[src/rtl/ioctl_dl_router_pkg.sv]
// Shared types and helpers for the ioctl download router: FSM state encoding
// and per-channel slicing of the packed base/size parameter vectors.
package ioctl_pkg;

  localparam int MAX_CH = 64;
  localparam int MAX_AW = 32;
  localparam int VEC_W  = MAX_CH * MAX_AW;

  typedef enum logic [1:0] {
    IDLE  = 2'd0,
    LOAD  = 2'd1,
    DRAIN = 2'd2,
    DONE  = 2'd3
  } dl_state_t;

  // Channel fields are aw bits wide; callers zero-extend the packed vector to VEC_W.
  function automatic logic [MAX_AW-1:0] ch_field(input logic [VEC_W-1:0] vec,
                                                 input int aw, input int i);
    logic [MAX_AW-1:0] mask;
    mask = (aw >= MAX_AW) ? '1 : ((MAX_AW'(1) << aw) - MAX_AW'(1));
    return vec[i*aw +: MAX_AW] & mask;
  endfunction

  function automatic logic [MAX_AW-1:0] ch_base(input logic [VEC_W-1:0] vec,
                                                input int aw, input int i);
    return ch_field(vec, aw, i);
  endfunction

  function automatic logic [MAX_AW-1:0] ch_size(input logic [VEC_W-1:0] vec,
                                                input int aw, input int i);
    return ch_field(vec, aw, i);
  endfunction

endpackage

[src/rtl/ioctl_dl_router_if.sv]
// Bundle of the HPS ioctl stream and the core memory write port.
interface ioctl_dl_router_if #(
  parameter int AW = 25,
  parameter int DW = 16
);
  // ioctl side: ioctl_wr is a one-cycle strobe, throttled by a registered
  // ioctl_wait. Memory side: mem_req is a level valid, mem_addr/mem_din hold
  // until the one-cycle mem_ack (ready) completes the transfer.
  logic          ioctl_download;
  logic [7:0]    ioctl_index;
  logic          ioctl_wr;
  logic [AW-1:0] ioctl_addr;
  logic [DW-1:0] ioctl_dout;
  logic          ioctl_wait;
  logic          mem_req;
  logic [AW-1:0] mem_addr;
  logic [DW-1:0] mem_din;
  logic          mem_ack;

  modport master (
    output ioctl_download, ioctl_index, ioctl_wr, ioctl_addr, ioctl_dout, mem_ack,
    input  ioctl_wait, mem_req, mem_addr, mem_din
  );

  modport slave (
    input  ioctl_download, ioctl_index, ioctl_wr, ioctl_addr, ioctl_dout, mem_ack,
    output ioctl_wait, mem_req, mem_addr, mem_din
  );
endinterface

[src/rtl/ioctl_dl_router_fifo.sv]
// Small synchronous FIFO with first-word fall-through read data.
module dl_fifo #(
  parameter int WIDTH = 8,
  parameter int DEPTH = 4
) (
  input  logic                     clk_sys,
  input  logic                     reset,
  input  logic                     push,
  input  logic [WIDTH-1:0]         din,
  input  logic                     pop,
  output logic [WIDTH-1:0]         dout,
  output logic                     full,
  output logic                     empty,
  output logic [$clog2(DEPTH):0]   count
);
  localparam int PW = $clog2(DEPTH);
  localparam int CW = PW + 1;

  logic [WIDTH-1:0] mem [DEPTH];
  logic [PW-1:0]    wr_ptr;
  logic [PW-1:0]    rd_ptr;
  logic [CW-1:0]    cnt;

  always_ff @(posedge clk_sys) begin
    if (reset) begin
      wr_ptr <= '0;
      rd_ptr <= '0;
      cnt    <= '0;
    end else begin
      if (push) wr_ptr <= wr_ptr + PW'(1);
      if (pop)  rd_ptr <= rd_ptr + PW'(1);
      cnt <= cnt + CW'(push) - CW'(pop);
    end
  end

  // Storage is not reset; only the pointers define what is valid.
  always_ff @(posedge clk_sys) begin
    if (push) mem[wr_ptr] <= din;
  end

  assign dout  = mem[rd_ptr];
  assign full  = (cnt == CW'(DEPTH));
  assign empty = (cnt == '0);
  assign count = cnt;
endmodule

[src/rtl/ioctl_dl_router.sv]
// Multi-channel download front end: latches the channel, rebases and clips
// addresses, optionally byte-swaps, buffers writes and reports completion.
module ioctl_dl_router
  import ioctl_pkg::*;
#(
  parameter int                     NUM_CH     = 4,
  parameter int                     DW         = 16,
  parameter int                     AW         = 25,
  parameter int                     FIFO_DEPTH = 4,
  parameter logic [NUM_CH*AW-1:0]   CH_BASE    = '0,
  parameter logic [NUM_CH*AW-1:0]   CH_SIZE    = '1,
  parameter logic [NUM_CH-1:0]      CH_SWAP    = '0
) (
  input  logic              clk_sys,
  input  logic              reset,
  ioctl_dl_router_if.slave  bus,
  output logic              busy,
  output logic              done,
  output logic [NUM_CH-1:0] ch_loaded,
  output logic              overflow,
  output logic [5:0]        dl_ch,
  output dl_state_t         dbg_state
);
  localparam int CW = $clog2(FIFO_DEPTH) + 1;
  localparam int FW = AW + DW;
  localparam logic [VEC_W-1:0] BASE_EXT = VEC_W'(CH_BASE);
  localparam logic [VEC_W-1:0] SIZE_EXT = VEC_W'(CH_SIZE);

  dl_state_t         state, state_next;
  logic              dl_taken;
  logic              start;
  logic              ch_valid;
  logic [NUM_CH-1:0] ch_onehot;
  logic [AW-1:0]     cur_base, cur_size;
  logic              cur_swap;
  logic              wr_hit, clip;
  logic [DW-1:0]     swapped, wr_data;
  logic              fifo_push, fifo_pop, fifo_full, fifo_empty;
  logic [FW-1:0]     fifo_dout;
  logic [CW-1:0]     fifo_count, count_next;
  logic              wait_force;
  logic              unused_ok;

  // Per-channel parameters for the latched channel; all zero when invalid.
  always_comb begin
    ch_onehot = '0;
    cur_base  = '0;
    cur_size  = '0;
    cur_swap  = 1'b0;
    for (int i = 0; i < NUM_CH; i++) begin
      if (dl_ch == 6'(i)) begin
        ch_onehot[i] = 1'b1;
        cur_base     = AW'(ch_base(BASE_EXT, AW, i));
        cur_size     = AW'(ch_size(SIZE_EXT, AW, i));
        cur_swap     = CH_SWAP[i];
      end
    end
  end

  assign ch_valid = ({1'b0, dl_ch} < 7'(NUM_CH));

  // dl_taken remembers that the current high ioctl_download already started a
  // load, so a rise seen during DRAIN/DONE still starts one once back in IDLE.
  assign start = (state == IDLE) && bus.ioctl_download && !dl_taken;

  assign wr_hit    = (state == LOAD) && bus.ioctl_wr && ch_valid;
  assign fifo_push = wr_hit && (bus.ioctl_addr < cur_size);
  assign clip      = wr_hit && !(bus.ioctl_addr < cur_size);
  assign fifo_pop  = bus.mem_req && bus.mem_ack;

  // Byte reversal is the identity for DW=8, so the swap bit needs no guard.
  assign swapped = {<<8{bus.ioctl_dout}};
  assign wr_data = cur_swap ? swapped : bus.ioctl_dout;

  dl_fifo #(
    .WIDTH (FW),
    .DEPTH (FIFO_DEPTH)
  ) u_fifo (
    .clk_sys (clk_sys),
    .reset   (reset),
    .push    (fifo_push),
    .din     ({cur_base + bus.ioctl_addr, wr_data}),
    .pop     (fifo_pop),
    .dout    (fifo_dout),
    .full    (fifo_full),
    .empty   (fifo_empty),
    .count   (fifo_count)
  );

  always_comb begin
    state_next = state;
    case (state)
      IDLE:    if (start) state_next = LOAD;
      LOAD:    if (!bus.ioctl_download) state_next = DRAIN;
      DRAIN:   if (fifo_empty && !bus.mem_req) state_next = DONE;
      DONE:    state_next = IDLE;
      default: state_next = IDLE;
    endcase
  end

  always_ff @(posedge clk_sys) begin
    if (reset) state <= IDLE;
    else       state <= state_next;
  end

  assign count_next = fifo_count + CW'(fifo_push) - CW'(fifo_pop);
  assign wait_force = ((state_next == DRAIN) || (state_next == DONE)) && ch_valid;

  always_ff @(posedge clk_sys) begin
    if (reset) begin
      dl_taken       <= 1'b0;
      dl_ch          <= '0;
      ch_loaded      <= '0;
      overflow       <= 1'b0;
      bus.ioctl_wait <= 1'b0;
    end else begin
      if (!bus.ioctl_download) dl_taken <= 1'b0;
      else if (start)          dl_taken <= 1'b1;
      if (start) dl_ch <= bus.ioctl_index[5:0];
      if (done)  ch_loaded <= ch_loaded | ch_onehot;
      if (clip)  overflow <= 1'b1;
      // Threshold DEPTH-1 leaves room for the write already in flight as wait rises.
      bus.ioctl_wait <= wait_force || (count_next >= CW'(FIFO_DEPTH - 1));
    end
  end

  always_ff @(posedge clk_sys) begin
    if (reset) begin
      bus.mem_req  <= 1'b0;
      bus.mem_addr <= '0;
      bus.mem_din  <= '0;
    end else if (fifo_pop) begin
      bus.mem_req <= 1'b0;
    end else if (!bus.mem_req && !fifo_empty) begin
      bus.mem_req  <= 1'b1;
      bus.mem_addr <= fifo_dout[FW-1:DW];
      bus.mem_din  <= fifo_dout[DW-1:0];
    end
  end

  assign busy      = (state == LOAD) || (state == DRAIN);
  assign done      = (state == DONE) && ch_valid;
  assign dbg_state = state;
  assign unused_ok = &{1'b0, bus.ioctl_index[7:6], fifo_full};
endmodule

[src/flat_wrapper.sv]
// flat-port wrapper written by rule: the top's interface ports become plain ports
module ioctl_dl_router_flat import ioctl_pkg::*;
#(
  parameter int                     NUM_CH     = 4,
  parameter int                     DW         = 16,
  parameter int                     AW         = 25,
  parameter int                     FIFO_DEPTH = 4,
  parameter logic [NUM_CH*AW-1:0]   CH_BASE    = '0,
  parameter logic [NUM_CH*AW-1:0]   CH_SIZE    = '1,
  parameter logic [NUM_CH-1:0]      CH_SWAP    = '0
)
  (clk_sys, reset, busy, done, ch_loaded, overflow, dl_ch, dbg_state, bus_ioctl_download, bus_ioctl_index, bus_ioctl_wr, bus_ioctl_addr, bus_ioctl_dout, bus_mem_ack, bus_ioctl_wait, bus_mem_req, bus_mem_addr, bus_mem_din);
  ioctl_dl_router_if #(.AW(AW), .DW(DW)) bus_i ();
  input  logic clk_sys;
  input  logic reset;
  output logic busy;
  output logic done;
  output logic [NUM_CH-1:0] ch_loaded;
  output logic overflow;
  output logic [5:0] dl_ch;
  output dl_state_t dbg_state;
  input wire logic [$bits(bus_i.ioctl_download)-1:0] bus_ioctl_download;
  input wire logic [$bits(bus_i.ioctl_index)-1:0] bus_ioctl_index;
  input wire logic [$bits(bus_i.ioctl_wr)-1:0] bus_ioctl_wr;
  input wire logic [$bits(bus_i.ioctl_addr)-1:0] bus_ioctl_addr;
  input wire logic [$bits(bus_i.ioctl_dout)-1:0] bus_ioctl_dout;
  input wire logic [$bits(bus_i.mem_ack)-1:0] bus_mem_ack;
  output wire logic [$bits(bus_i.ioctl_wait)-1:0] bus_ioctl_wait;
  output wire logic [$bits(bus_i.mem_req)-1:0] bus_mem_req;
  output wire logic [$bits(bus_i.mem_addr)-1:0] bus_mem_addr;
  output wire logic [$bits(bus_i.mem_din)-1:0] bus_mem_din;
  assign bus_i.ioctl_download = bus_ioctl_download;
  assign bus_i.ioctl_index = bus_ioctl_index;
  assign bus_i.ioctl_wr = bus_ioctl_wr;
  assign bus_i.ioctl_addr = bus_ioctl_addr;
  assign bus_i.ioctl_dout = bus_ioctl_dout;
  assign bus_i.mem_ack = bus_mem_ack;
  assign bus_ioctl_wait = bus_i.ioctl_wait;
  assign bus_mem_req = bus_i.mem_req;
  assign bus_mem_addr = bus_i.mem_addr;
  assign bus_mem_din = bus_i.mem_din;
  ioctl_dl_router #(.NUM_CH(NUM_CH), .DW(DW), .AW(AW), .FIFO_DEPTH(FIFO_DEPTH), .CH_BASE(CH_BASE), .CH_SIZE(CH_SIZE), .CH_SWAP(CH_SWAP)) u_core (.clk_sys(clk_sys), .reset(reset), .bus(bus_i), .busy(busy), .done(done), .ch_loaded(ch_loaded), .overflow(overflow), .dl_ch(dl_ch), .dbg_state(dbg_state));
endmodule
[config.mk]
export PLATFORM = sky130hd
export DESIGN_NAME = ioctl_dl_router_flat
export DESIGN_NICKNAME = d
export VERILOG_FILES = /design/src/rtl/ioctl_dl_router_pkg.sv /design/src/rtl/ioctl_dl_router_if.sv /design/src/rtl/ioctl_dl_router_fifo.sv /design/src/rtl/ioctl_dl_router.sv /design/src/flat_wrapper.sv
export SDC_FILE = /design/constraint.sdc
export NUM_CORES = 1
export LEC_CHECK = 0
export ABC_AREA = 0
export BUFFER_PORTS_ARGS = -buffer_cell sky130_fd_sc_hd__buf_4
export CAP_MARGIN = 20
export CORE_MARGIN = 2
export CORE_UTILIZATION = 38
export DETAILED_ROUTE_END_ITERATION = 12
export SETUP_SLACK_MARGIN = 0.3
export SKIP_CTS_REPAIR_TIMING = 1
export SYNTH_ARGS = -nofsm -noshare
export SYNTH_HDL_FRONTEND = slang
export SYNTH_SLANG_ARGS = --single-unit
[constraint.sdc]
create_clock -name clk_sys -period 3.9 [get_ports clk_sys]
set_input_delay 0.195 -clock clk_sys [delete_from_list [all_inputs] [get_ports clk_sys]]
set_output_delay 0.195 -clock clk_sys [all_outputs]
set_load 0.02 [all_outputs]
# Word-level counts from Yosys, hierarchy flattened
# Memories as Yosys holds them, arrays and structs flattened. A register that Yosys moved wholly into a read port is not among the register bits.
# Index checks and enable logic that the tools add are counted.
# W data, S select, Z words.
dict set report totals {
  reg_bits 23
  inputBits 54
  ram_bits 164
  mem_count 1
  output_inout_bits 58
  word_cells 67
}
# memory words width rd rd_ports_with_merged_regs wr line
set mem_list {}
lappend mem_list {u_core.u_fifo.mem 4 41 1 1 1 ioctl_dl_router_fifo.sv:19} ;# logic [WIDTH-1:0] mem [DEPTH];
dict set report op_classes {
  reduce_logical 24
  n_lt_le_gt_ge 3
  addsub 4
  n_eq_ne 8
  n_bitwise 3
  mux 14
}
# op count
set ops {}
lappend ops {{$mux W25} 4}
lappend ops {{$lt A25 B25 Y1} 1}
lappend ops {{$eq A6 B2 Y1 const B} 2}
lappend ops {{$logic_and A1 B1 Y1} 11}
lappend ops {{$eq A2 B2 Y1 const B} 4}
lappend ops {{$pmux W2 S4} 1}
lappend ops {{$eq A6 B1 Y1 const B} 1}
lappend ops {{$logic_not A6 Y1} 1}
lappend ops {{$lt A6 B3 Y1 const B} 1}
lappend ops {{$mux W1} 6}
lappend ops {{$mux W2} 3}
lappend ops {{$add A2 B1 Y2 const B} 2}
lappend ops {{$logic_not A1 Y1} 4}
lappend ops {{$or A4 B4 Y4} 1}
lappend ops {{$reduce_or A2 Y1} 2}
lappend ops {{$add A3 B1 Y3} 1}
lappend ops {{$ge A3 B2 Y1 const B} 1}
lappend ops {{$logic_not A3 Y1} 1}
lappend ops {{$logic_or A1 B1 Y1} 3}
lappend ops {{$sub A3 B1 Y3} 1}
lappend ops {{$eq A2 B1 Y1 const B} 1}
lappend ops {{$logic_not A2 Y1} 1}
lappend ops {{$not A1 Y1} 2}
lappend ops {{$reduce_and A2 Y1} 1}

# Depth between registers and ports, before layout
# Gate-level depths: netlist (run 1).
dict set report depth {
  word_depth 11
  depth_mapped 18
  depth_no_buf 17
}

# By module
# A second synthesis (run 1) with hierarchy kept.
dict set report unflattened {
  cells_unflattened 603
  hier_area_um2 9078.7
}
# module n_inst cells_each area_per_inst_um2
set by_module_without_submodules {}
lappend by_module_without_submodules {dl_fifo 1 257 6406.1}
lappend by_module_without_submodules {ioctl_dl_router 1 346 2672.6}

# Worst setup path after synthesis (run 1)
# Ideal clock, no wire load.
dict set report synth_path {
  path_type {register -> register}
  start {register u_core.dl_ch[5]}
  end {register u_core.bus.ioctl_wait}
  period_less_slack_ns 4.168
  setup_time_ns 0.114
  arrival_time_ns 4.054
  path_stages_with_launch 19
  path_slack_ns -0.268
  required_ns 3.786
  path_cell_list {dfxtp_1 > nor4_4 > buf_4 > inv_1 > ha_1 > o41ai_1 > or2b_2 > o2111ai_1 > a211oi_2 > nor3_4 > inv_1 > ha_1 > inv_1 > ha_1 > fa_1 > xnor2_1 > xnor2_1 > a21oi_1 > a21o_1}
}
dict set report synth_via {
  elab_chain_len 11
  elab_cells_between_ends 17
  classes_between {add/sub (2); order compare (3); eq/ne (3); mux (4); reduce/logical (5)}
}
# element line
set synth_rtl {}
lappend synth_rtl {{from (decl)} ioctl_dl_router.sv:21} ;# output logic [5:0] dl_ch,
lappend synth_rtl {{from (signal assigned)} ioctl_dl_router.sv:119} ;# if (start) dl_ch <= bus.ioctl_index[5:0];
lappend synth_rtl {{$logic_not A6 Y1} ioctl_dl_router.sv:51} ;# if (dl_ch == 6'(i)) begin
lappend synth_rtl {{$mux W25 (4 in a row)} ioctl_dl_router.sv:51}
lappend synth_rtl {{$lt A25 B25 Y1} ioctl_dl_router.sv:67} ;# assign fifo_push = wr_hit && (bus.ioctl_addr < cur_size);
lappend synth_rtl {{$logic_and A1 B1 Y1} ioctl_dl_router.sv:67}
lappend synth_rtl {{$add A3 B1 Y3} ioctl_dl_router.sv:106} ;# assign count_next = fifo_count + CW'(fifo_push) - CW'(fifo_pop);
lappend synth_rtl {{$sub A3 B1 Y3} ioctl_dl_router.sv:106}
lappend synth_rtl {{$ge A3 B2 Y1} ioctl_dl_router.sv:123} ;# bus.ioctl_wait <= wait_force || (count_next >= CW'(FIFO_DEPTH - 1));
lappend synth_rtl {{$logic_or A1 B1 Y1 *} ioctl_dl_router.sv:123}
lappend synth_rtl {{to (signal assigned)} ioctl_dl_router.sv:123}
lappend synth_rtl {{to (decl)} ioctl_dl_router_if.sv:27} ;# output ioctl_wait, mem_req, mem_addr, mem_din
# Mark *: on every way between the ends. The rest lies on a longest branch, timed or not.
# A chain may end at the register's enable or synchronous reset.

# Worst setup path after layout (run 1)
dict set report layout_path {
  start {register u_core.dl_ch[2]}
  end {register u_core.bus.ioctl_wait}
}
# Same word-level chain as after synthesis.

==> flow_summary.ini, run 1 <==
[flow_run]
cap_violations = 0

[layout]
final_nets = 825
areaGrowthSynthToFinish_pct = 30.0
drive_above_1_share_pct = 30.7
layout.filler_cells = 1940
finalInstanceArea_sq_um = 11500
antennaDiodeCount = 0

[clock_tree]
cts_sinks = 228
cts_buffer_depth = 3
clock_tree.htree_level_count = 1
cts-root-buf = sky130_fd_sc_hd__clkbuf_16
cts_tree = yes
clock_latency_ns = 0.51
path_clk_slew_ns = 0.06
cts_inserted_buffers = 25

[logic_synthesis]
synth_sequential_area_ratio_pct = 70.0
yosysMostFrequentCell = sky130_fd_sc_hd__edfxtp_1
post_synth_net_total = 652
synth_top_cells_by_area = sky130_fd_sc_hd__edfxtp_1, sky130_fd_sc_hd__dfxtp_1, sky130_fd_sc_hd__mux4_2, sky130_fd_sc_hd__nand2_1, sky130_fd_sc_hd__ha_1
post_synth_num_cell_types = 50
main_flop_type_after_synthesis = sky130_fd_sc_hd__edfxtp_1
synth-edff-count = 164
syn_inst = 576
netlist_top_cells_count = sky130_fd_sc_hd__edfxtp_1, sky130_fd_sc_hd__nand2_1, sky130_fd_sc_hd__dfxtp_1
synth-seq-cells = 228
synth_warnings = 0
yosys.area.top_type_share_pct = 55.5
postSynth.asyncResetShare_pct = 0
netlist_area_sq_um = 8870
synth_top_cell_by_area = sky130_fd_sc_hd__edfxtp_1
synthesis.area_per_instance_sq_um = 15.4

[grt]
grt-ovfl-total = 0
grt_use_total_pct = 15.5
grt_pass1_vias = 5428
grt_max_degree = 67
grt_first_pass_wirelength_um = 29300
initial_antenna_violation_count = 0

[timing]
count_of_endpoints_failing_hold_in_the_final_timing_report = 0
final.period_utilization_pct = 95.4
final_period_minus_worst_setup_slack_ns = 3.72
tightestPinTransition_ns = 0.929
max_clk_rate_ghz = 0.269
unrepaired_setup_endpoints_after_global_routing = true
setup_slack_ns = 0.179
max-slew-margin-rel_pct = 38.1
setup_tns_ns = 0
maxSlewViolCount = 0
finClkSkew_ns = 0.00734
setup-violations-final = 0

[drt]
remaining_design_rule_violation_count = 0
postRouteWirelength_um = 19400
detail_route.wl_per_cell_um = 17.9
final_antenna_net_count = 0
detailedRoute.firstIterationViolations = 274
drt-pass1-iter-count = 4
vias = 5329
vias_per_cell = 4.93

[power_and_ir_drop]
cellPowerDensity_nw_per_um2 = 601
p_leak_nw = 4.12
vdd_ir_drop_max_v = 0.000397

[placement]
placedInstanceArea_sq_um = 10100
buffer_ports.inserted = 109
dp_slack_ns = -0.0114
detailed_place_hpwl_um = 12000
final_weighted_congestion_of_routability_driven_global_placement = 0.773

[worst_setup_path]
worst_setup_path_end_kind = register
crit_path_max_fanout = 6
data_arrival_time_of_the_critical_path_ns = 4.12
required_ns = 4.30
setup.worst_path.start_class = register
worst-setup-path-type = register to register

[floorplan]
die_h_um = 157
io-pin-count = 112
floorplan.die_area_sq_um = 24600
placementRows = 55
floorplan_core_area_sq_um = 22800
die_width_um = 157
start_util_pct = 38.9

[status]
outcome = complete, no violations

[worst_hold_path]
min-delay-path-class = input port to register
-- flip-flops by register name, indices dropped and copies added, names as in the netlist --
register and count:
u_core.u_fifo.rd_ptr 2, u_core.bus.mem_din 16, u_core.dl_ch 6, u_core.dbg_state 2
u_core.ch_loaded 4, u_core.u_fifo.mem 164, u_core.bus.ioctl_wait 1, u_core.bus.mem_req 1
u_core.overflow 1, u_core.bus.mem_addr 25, u_core.u_fifo.count 3, u_core.u_fifo.wr_ptr 2
u_core.dl_taken 1
-- cell usage in the layout, fill, tap and decap left out, drive strengths merged, types with 2 or more instances in the layout --
master         n
a21o           2
bufinv         2
edfxtp       164
and3           3
xnor2          3
nand2b         2
mux4          41
mux2i          8
a21oi         49
a211oi         3
inv           14
dlygate4sd3   48
o211a          2
nor2          23
o21ai          6
dfxtp         64
ha            21
nor4           3
o2111ai        3
clkbuf        38
nor3           9
nand4bb        2
a31oi          4
nand2         97
nand3          2
nor2b          4
clkinv         5
and2           5
buf          127
-- worst max-delay path: stages (launching register included) --
cell	delay, ns
sky130_fd_sc_hd__dfxtp_4	0.35
sky130_fd_sc_hd__nor4_4	0.25
sky130_fd_sc_hd__buf_4	0.19
sky130_fd_sc_hd__buf_6	0.12
sky130_fd_sc_hd__inv_6	0.05
sky130_fd_sc_hd__ha_2	0.18
sky130_fd_sc_hd__o21ai_2	0.14
sky130_fd_sc_hd__nor2_2	0.06
sky130_fd_sc_hd__o311ai_2	0.33
sky130_fd_sc_hd__nand4bb_1	0.20
sky130_fd_sc_hd__nor3_4	0.20
sky130_fd_sc_hd__inv_1	0.06
sky130_fd_sc_hd__ha_1	0.26
sky130_fd_sc_hd__inv_1	0.04
sky130_fd_sc_hd__ha_2	0.17
sky130_fd_sc_hd__fa_2	0.35
sky130_fd_sc_hd__xnor2_2	0.14
sky130_fd_sc_hd__xnor2_1	0.19
sky130_fd_sc_hd__a21oi_1	0.12
sky130_fd_sc_hd__a21o_1	0.20
-- path summary, 6_finish.rpt --
path,end,slack [ns],startpoint,cells past startpoint
worst max-delay path,u_core.bus.ioctl_wait,0.18,u_core.dl_ch[2],19
worst min-delay path,u_core.bus.mem_req,0.11,bus_mem_ack,3
worst max register to register,u_core.bus.ioctl_wait,0.18,u_core.dl_ch[2],19
worst min register to register,u_core.bus.mem_din[15],0.45,u_core.bus.mem_din[15],2
-- power breakdown --
part / internal, mW / switching, mW
combinational: 0.732 / 0.920
clock: 1.37 / 0.902
sequential: 2.81 / 0.192
total: 4.92 / 2.01
-- metal layers --
metal / track usage (%) / vias to the layer above / share of wire [%]
met2: 26.8 / 148 / 51
met4: 4.67 / 0 / 2.1
li1: - / 2510 / -
met1: 19.8 / 2637 / 41
met5: 0 / - / 0
met3: 2.99 / 34 / 5.3
-- through the flow --
stage                     utilization (%)  hold slack [ns]  std cells  total power [mW]
after global placement               44.4            0.395        980              4.58
after CTS                            48.1           -0.137       1028              6.94
after global routing                 50.6            0.164       1081              7.27
after floorplan                         -            0.294        576              4.01
after detailed placement             44.6            0.402        982              4.66
final                                50.6            0.107       1081              6.93
-- area by class of cell --
cell class | count | area (sq um) | area share (%)
Clock buffer | 38 | 704 | 6.11
Multi-Input combinational cell | 306 | 2600 | 22.6
Timing Repair Buffer | 175 | 1460 | 12.7
Inverter | 13 | 56.3 | 0.488
Clock inverter | 8 | 92.6 | 0.803
Sequential cell | 228 | 6220 | 53.9
Tap cell | 313 | 392 | 3.40
-- cell families after synthesis --
| logic type | count (synthesis) | share of synthesized area [%] |
|---|---|---|
| flip-flops | 228 | 70.0 |
| AND/OR/NAND/NOR | 156 | 8.17 |
| AO/OA/AOI/OAI | 74 | 4.92 |
| multiplexers | 50 | 11.5 |
| buffers and inverters | 42 | 1.86 |
| adder cells (fa/ha/maj) | 22 | 3.19 |
| XOR/XNOR | 4 | 0.395 |
Power figures use the tool's default switching activity.
==> inputs of run 2 (changes only) <==
--- a/config.mk
+++ b/config.mk
@@ -11,8 +11,10 @@
 export CORE_MARGIN = 2
 export CORE_UTILIZATION = 38
 export DETAILED_ROUTE_END_ITERATION = 12
+export GPL_TIMING_DRIVEN = 0
 export SETUP_SLACK_MARGIN = 0.3
 export SKIP_CTS_REPAIR_TIMING = 1
 export SYNTH_ARGS = -nofsm -noshare
 export SYNTH_HDL_FRONTEND = slang
 export SYNTH_SLANG_ARGS = --single-unit
+export TNS_END_PERCENT = 10
==> flow_summary.ini, run 2 (synthesized netlist as in run 1, its figures left out) <==
[status]
outcome = complete, no violations

[grt]
grt-ovfl-total = 0
grt_max_degree = 23
grt_first_pass_wirelength_um = 30300
grt_pass1_vias = 5414
grt_use_total_pct = 16.2
initial_antenna_violation_count = 0

[layout]
largest_register_ffs = 164
mostFrequentLayoutCell = sky130_fd_sc_hd__edfxtp_1
final_nets = 849
commonest_cells_after_routing_fill_and_taps_aside = sky130_fd_sc_hd__edfxtp_1, sky130_fd_sc_hd__buf_4, sky130_fd_sc_hd__nand2_1, sky130_fd_sc_hd__dfxtp_1, sky130_fd_sc_hd__a21oi_1
antennaDiodeCount = 0
layout.filler_cells = 1915
drive_above_1_share_pct = 30.1
areaGrowthSynthToFinish_pct = 31.8
finalInstanceArea_sq_um = 11700
largest_registers = u_core.u_fifo.mem: 164 flops, u_core.bus.mem_addr: 25 flops, u_core.bus.mem_din: 16 flops
biggest_register = u_core.u_fifo.mem

[placement]
final_weighted_congestion_of_routability_driven_global_placement = 0.796
dp_slack_ns = -0.604
detailed_place_hpwl_um = 13000
placedInstanceArea_sq_um = 10200
buffer_ports.inserted = 109

[timing]
setup_slack_ns = 0.128
maxSlewViolCount = 0
unrepaired_setup_endpoints_after_global_routing = true
final_period_minus_worst_setup_slack_ns = 3.77
finClkSkew_ns = 0.0161
max_clk_rate_ghz = 0.265
max-slew-margin-rel_pct = 44.3
tightestPinTransition_ns = 0.836
setup-violations-final = 0
final.period_utilization_pct = 96.7
count_of_endpoints_failing_hold_in_the_final_timing_report = 0

[floorplan]
floorplan_core_area_sq_um = 22800
floorplan.die_area_sq_um = 24600
die_width_um = 157
die_h_um = 157
placementRows = 55
start_util_pct = 38.9
io-pin-count = 112

[drt]
final_antenna_net_count = 0
remaining_design_rule_violation_count = 0
detailedRoute.firstIterationViolations = 271
vias_per_cell = 4.94
postRouteWirelength_um = 20000
detail_route.wl_per_cell_um = 18.1
drt-pass1-iter-count = 4
vias = 5451

[clock_tree]
cts_inserted_buffers = 24
cts_buffer_depth = 3
cts-root-buf = sky130_fd_sc_hd__clkbuf_16
clock_tree.htree_level_count = 1
cts_sinks = 228
path_clk_slew_ns = 0.06
clock_latency_ns = 0.51
cts_tree = yes

[power_and_ir_drop]
p_sw_share_pct = 29.3
vdd_ir_drop_max_v = 0.000380
pwr-share-seq_pct = 41.0
power.share.combinational_pct = 25.3
power_switching_mw = 2.09
p_leak_nw = 4.19
power.internal_mw = 5.04
cellPowerDensity_nw_per_um2 = 610
clock_power_share_pct = 33.7

[worst_setup_path]
crit_path_cell_trace = nor4_4 -> buf_6 -> buf_12 -> inv_8 -> ha_4 -> o41ai_2 -> or2b_4 -> o2111ai_4 -> a211oi_2 -> nor3_4 -> inv_2 -> ha_4 -> inv_1 -> ha_2 -> fa_2 -> xnor2_2 -> xnor2_1 -> a21oi_1 -> a21o_1
critPathBufInv = 5
crit_path_max_fanout = 6
critical_path.top_delay_family = adder cells
crit_slowest_cell = sky130_fd_sc_hd__fa_2
setup.worst_path.start_class = register
timing.critical_path.slowest_cell_delay_ns = 0.36
worst_setup_path_end_kind = register
critPathMostFrequentCell = sky130_fd_sc_hd__ha_4
worst-setup-path-type = register to register
data_arrival_time_of_the_critical_path_ns = 4.18
required_ns = 4.31

[worst_hold_path]
min-delay-path-class = input port to register

[flow_run]
cap_violations = 0
-- run 2: final cells by class --
type / count / area, sq um / area share [%]
inverters: 13 / 58.8 / 0.503
clock buffers: 30 / 664 / 5.68
plain buffers: 29 / 129 / 1.10
well taps: 313 / 392 / 3.35
multi-input cells: 306 / 2600 / 22.3
flip-flops and latches: 228 / 6210 / 53.1
clock inverters: 14 / 175 / 1.50
repair buffers: 171 / 1460 / 12.5
-- run 2: path summary, 6_finish.rpt --
| kind | start | to | slack [ns] | cells after the start |
|---|---|---|---|---|
| worst min-delay path | reset | u_core.dbg_state[1] | 0.05 | 3 |
| worst min register to register | u_core.bus.mem_din[9] | u_core.bus.mem_din[9] | 0.45 | 2 |
| worst max-delay path | u_core.dl_ch[4] | u_core.bus.ioctl_wait | 0.13 | 19 |
| worst max register to register | u_core.dl_ch[4] | u_core.bus.ioctl_wait | 0.13 | 19 |
-- run 2: power by group through the flow --
stage	Sequential [mW]	Combinational, mW	Clock [mW]
4_1_cts	2.93	1.72	2.45
3_3_place_gp	2.97	1.68	0
2_1_floorplan	3.17	0.849	0
6_report	2.93	1.80	2.40
5_1_grt	2.95	1.97	2.54
3_5_place_dp	2.98	1.71	0
-- run 2: worst reg2reg max path, stage by stage (launching register included) --
cell	delay (ns)
sky130_fd_sc_hd__dfxtp_4	0.35
sky130_fd_sc_hd__nor4_4	0.25
sky130_fd_sc_hd__buf_6	0.20
sky130_fd_sc_hd__buf_12	0.14
sky130_fd_sc_hd__inv_8	0.05
sky130_fd_sc_hd__ha_4	0.15
sky130_fd_sc_hd__o41ai_2	0.25
sky130_fd_sc_hd__or2b_4	0.32
sky130_fd_sc_hd__o2111ai_4	0.07
sky130_fd_sc_hd__a211oi_2	0.12
sky130_fd_sc_hd__nor3_4	0.25
sky130_fd_sc_hd__inv_2	0.08
sky130_fd_sc_hd__ha_4	0.25
sky130_fd_sc_hd__inv_1	0.03
sky130_fd_sc_hd__ha_2	0.17
sky130_fd_sc_hd__fa_2	0.36
sky130_fd_sc_hd__xnor2_2	0.20
sky130_fd_sc_hd__xnor2_1	0.16
sky130_fd_sc_hd__a21oi_1	0.10
sky130_fd_sc_hd__a21o_1	0.18
-- run 2: through the flow --
stage | power (mW) | utilization, % | setup TNS, ns | cells | hold slack, ns
5_1_grt | 7.46 | 51.3 | -0.0129 | 1104 | 0.0506
3_3_place_gp | 4.65 | 44.5 | -55.09 | 998 | 0.395
3_5_place_dp | 4.69 | 44.8 | -8.26 | 1002 | 0.400
2_1_floorplan | 4.01 | - | 0 | 576 | 0.294
6_report | 7.13 | 51.3 | 0 | 1104 | 0.0495
4_1_cts | 7.10 | 48.5 | -9.92 | 1046 | -0.138
-- run 2: per-layer routing --
metal / share of wire [%] / global-route usage [%]
met1: 42 / 20.7
met2: 51 / 27.9
met3: 4.7 / 3.27
met4: 1.8 / 4.72
met5: 0 / 0
==> inputs of run 3 (changes only) <==
--- a/config.mk
+++ b/config.mk
@@ -8,13 +8,15 @@
 export ABC_AREA = 0
 export BUFFER_PORTS_ARGS = -buffer_cell sky130_fd_sc_hd__buf_4
 export CAP_MARGIN = 20
-export CORE_MARGIN = 2
+export CORE_MARGIN = 8
 export CORE_UTILIZATION = 38
 export DETAILED_ROUTE_END_ITERATION = 12
 export GPL_TIMING_DRIVEN = 0
+export REMOVE_ABC_BUFFERS = 1
 export SETUP_SLACK_MARGIN = 0.3
 export SKIP_CTS_REPAIR_TIMING = 1
 export SYNTH_ARGS = -nofsm -noshare
 export SYNTH_HDL_FRONTEND = slang
+export SYNTH_HIERARCHICAL = 1
 export SYNTH_SLANG_ARGS = --single-unit
 export TNS_END_PERCENT = 10
==> flow_summary.ini, run 3 <==
[status]
outcome = complete, no violations

[timing]
maxSlewViolCount = 0
setup-violations-final = 0
tightestPinTransition_ns = 1.06
final_period_minus_worst_setup_slack_ns = 3.62
unrepaired_setup_endpoints_after_global_routing = true
max-slew-margin-rel_pct = 29.6
final.period_utilization_pct = 92.9
hold_slack_ns = 0.194
max_clk_rate_ghz = 0.276
finClkSkew_ns = 0.0226
count_of_endpoints_failing_hold_in_the_final_timing_report = 0

[floorplan]
io-pin-count = 112
floorplan.die_area_sq_um = 29100
die_h_um = 171
placementRows = 56
floorplan_core_area_sq_um = 23500
start_util_pct = 38.7
die_width_um = 171

[worst_setup_path]
crit_path_max_fanout = 22
critPathBufInv = 5
timing.critical_path.slowest_cell_delay_ns = 0.42
required_ns = 4.10
crit_start = u_core/dl_ch[5]
crit_path_cell_trace = nor4_4 -> buf_6 -> clkinvlp_4 -> buf_6 -> ha_1 -> nand2_1 -> a21boi_0 -> o21a_1 -> a211o_1 -> nor4_4 -> buf_6 -> and2_4 -> buf_12
setup.worst_path.start_class = register
critical_path.reg2reg.startpoint = u_core/dl_ch[5]
critPathMostFrequentCell = sky130_fd_sc_hd__buf_6
worst-setup-path-type = register to register
critical_path.top_delay_family = simple AND/OR/NAND/NOR gates
data_arrival_time_of_the_critical_path_ns = 3.83
worst_setup_path_end_kind = register
crit_slowest_cell = sky130_fd_sc_hd__and2_4

[logic_synthesis]
syn_inst = 602
netlist_area_sq_um = 9070
synth_warnings = 6
synthesis.area_per_instance_sq_um = 15.1

[placement]
placedInstanceArea_sq_um = 10300
final_weighted_congestion_of_routability_driven_global_placement = 0.784
buffer_ports.inserted = 109
detailed_place_hpwl_um = 13000

[layout]
mostFrequentLayoutCell = sky130_fd_sc_hd__edfxtp_1
drive_above_1_share_pct = 30.4
finalInstanceArea_sq_um = 11900
multi_input_area_sq_um = 2680
largest_register_ffs = 164
largest_registers = u_core/u_fifo/mem: 164 flops, u_core/bus.mem_addr: 25 flops, u_core/bus.mem_din: 16 flops
layout.area.seq_sq_um = 6250
areaGrowthSynthToFinish_pct = 30.7
antennaDiodeCount = 0
biggest_register = u_core/u_fifo/mem
layout.filler_cells = 1994
final_nets = 860
commonest_cells_after_routing_fill_and_taps_aside = sky130_fd_sc_hd__edfxtp_1, sky130_fd_sc_hd__buf_4, sky130_fd_sc_hd__nand2_1, sky130_fd_sc_hd__dfxtp_1, sky130_fd_sc_hd__a21oi_1

[clock_tree]
cts-root-buf = sky130_fd_sc_hd__clkbuf_16
cts_buffer_depth = 3
clock_tree.htree_level_count = 1
cts_inserted_buffers = 25
cts_tree = yes
clock_latency_ns = 0.52
path_clk_slew_ns = 0.06
cts_sinks = 230

[drt]
detailedRoute.firstIterationViolations = 282
met2WireLength_um = 10400
vias = 5577
detail_route.wl_per_cell_um = 18.9
remaining_design_rule_violation_count = 0
met1Wirelength_um = 9060
drt-pass1-iter-count = 4
postRouteWirelength_um = 21100
final_antenna_net_count = 0
vias_per_cell = 4.98
met3_wirelength_um = 1340
top_layer = met4

[power_and_ir_drop]
p_leak_nw = 4.23
vdd_ir_drop_max_v = 0.000340
cellPowerDensity_nw_per_um2 = 602

[grt]
grt_first_pass_wirelength_um = 32100
grt_pass1_vias = 5806
grt_max_degree = 66
grt-ovfl-total = 0
grt_use_total_pct = 14.2
initial_antenna_violation_count = 0

[flow_run]
cap_violations = 0

[worst_hold_path]
min-delay-path-class = input port to register
worstHoldStart = bus_mem_ack
## run 3: metal layers
layer / vias to the layer above / global-route usage [%]
met5: - / 0
met1: 2767 / 17.4
met4: 0 / 3.59
met3: 36 / 3.53
li1: 2611 / -
met2: 163 / 24.6
## run 3: where the power goes
group / internal, mW / switching [mW]
Sequential: 2.82 / 0.144
Clock: 1.45 / 0.943
Combinational: 0.768 / 1.01
## run 3: cell type report
cell class,instances,share of cell area (%)
Sequential cell,230,52.7
Multi-Input combinational cell,326,22.6
Timing Repair Buffer,180,13.5
Clock buffer,29,5.75
Tap cell,319,3.37
Clock inverter,17,1.45
Inverter,18,0.601
## run 3: path summary, 6_finish.rpt
check	depth (start not counted)	end	slack, ns
min reg2reg	2	u_core/bus.mem_din[6]	0.46
max	13	u_core/u_fifo/mem[0][10]	0.28
max reg2reg	13	u_core/u_fifo/mem[0][10]	0.28
min	3	u_core/bus.mem_req	0.19
## run 3: worst register-to-register path, stage by stage (launching register included)
cell                         delay (ns)
sky130_fd_sc_hd__dfxtp_2           0.34
sky130_fd_sc_hd__nor4_4            0.31
sky130_fd_sc_hd__buf_6             0.19
sky130_fd_sc_hd__clkinvlp_4        0.24
sky130_fd_sc_hd__buf_6             0.19
sky130_fd_sc_hd__ha_1              0.19
sky130_fd_sc_hd__nand2_1           0.07
sky130_fd_sc_hd__a21boi_0          0.08
sky130_fd_sc_hd__o21a_1            0.20
sky130_fd_sc_hd__a211o_1           0.34
sky130_fd_sc_hd__nor4_4            0.29
sky130_fd_sc_hd__buf_6             0.17
sky130_fd_sc_hd__and2_4            0.43
sky130_fd_sc_hd__buf_12            0.25
## run 3: stage by stage
stage / setup slack, ns / util (%) / setup TNS [ns] / cells / power [mW]
CTS: -1.65 / 47.4 / -251.82 / 1055 / 7.10
detailed placement: -1.61 / 43.8 / -247.90 / 1009 / 4.70
finish: 0.276 / 50.5 / 0 / 1119 / 7.14
global route: 0.110 / 50.5 / 0 / 1119 / 7.50
global placement: -2.43 / 43.1 / -401.77 / 1002 / 4.59
floorplan: -0.833 / - / -137.22 / 574 / 3.95
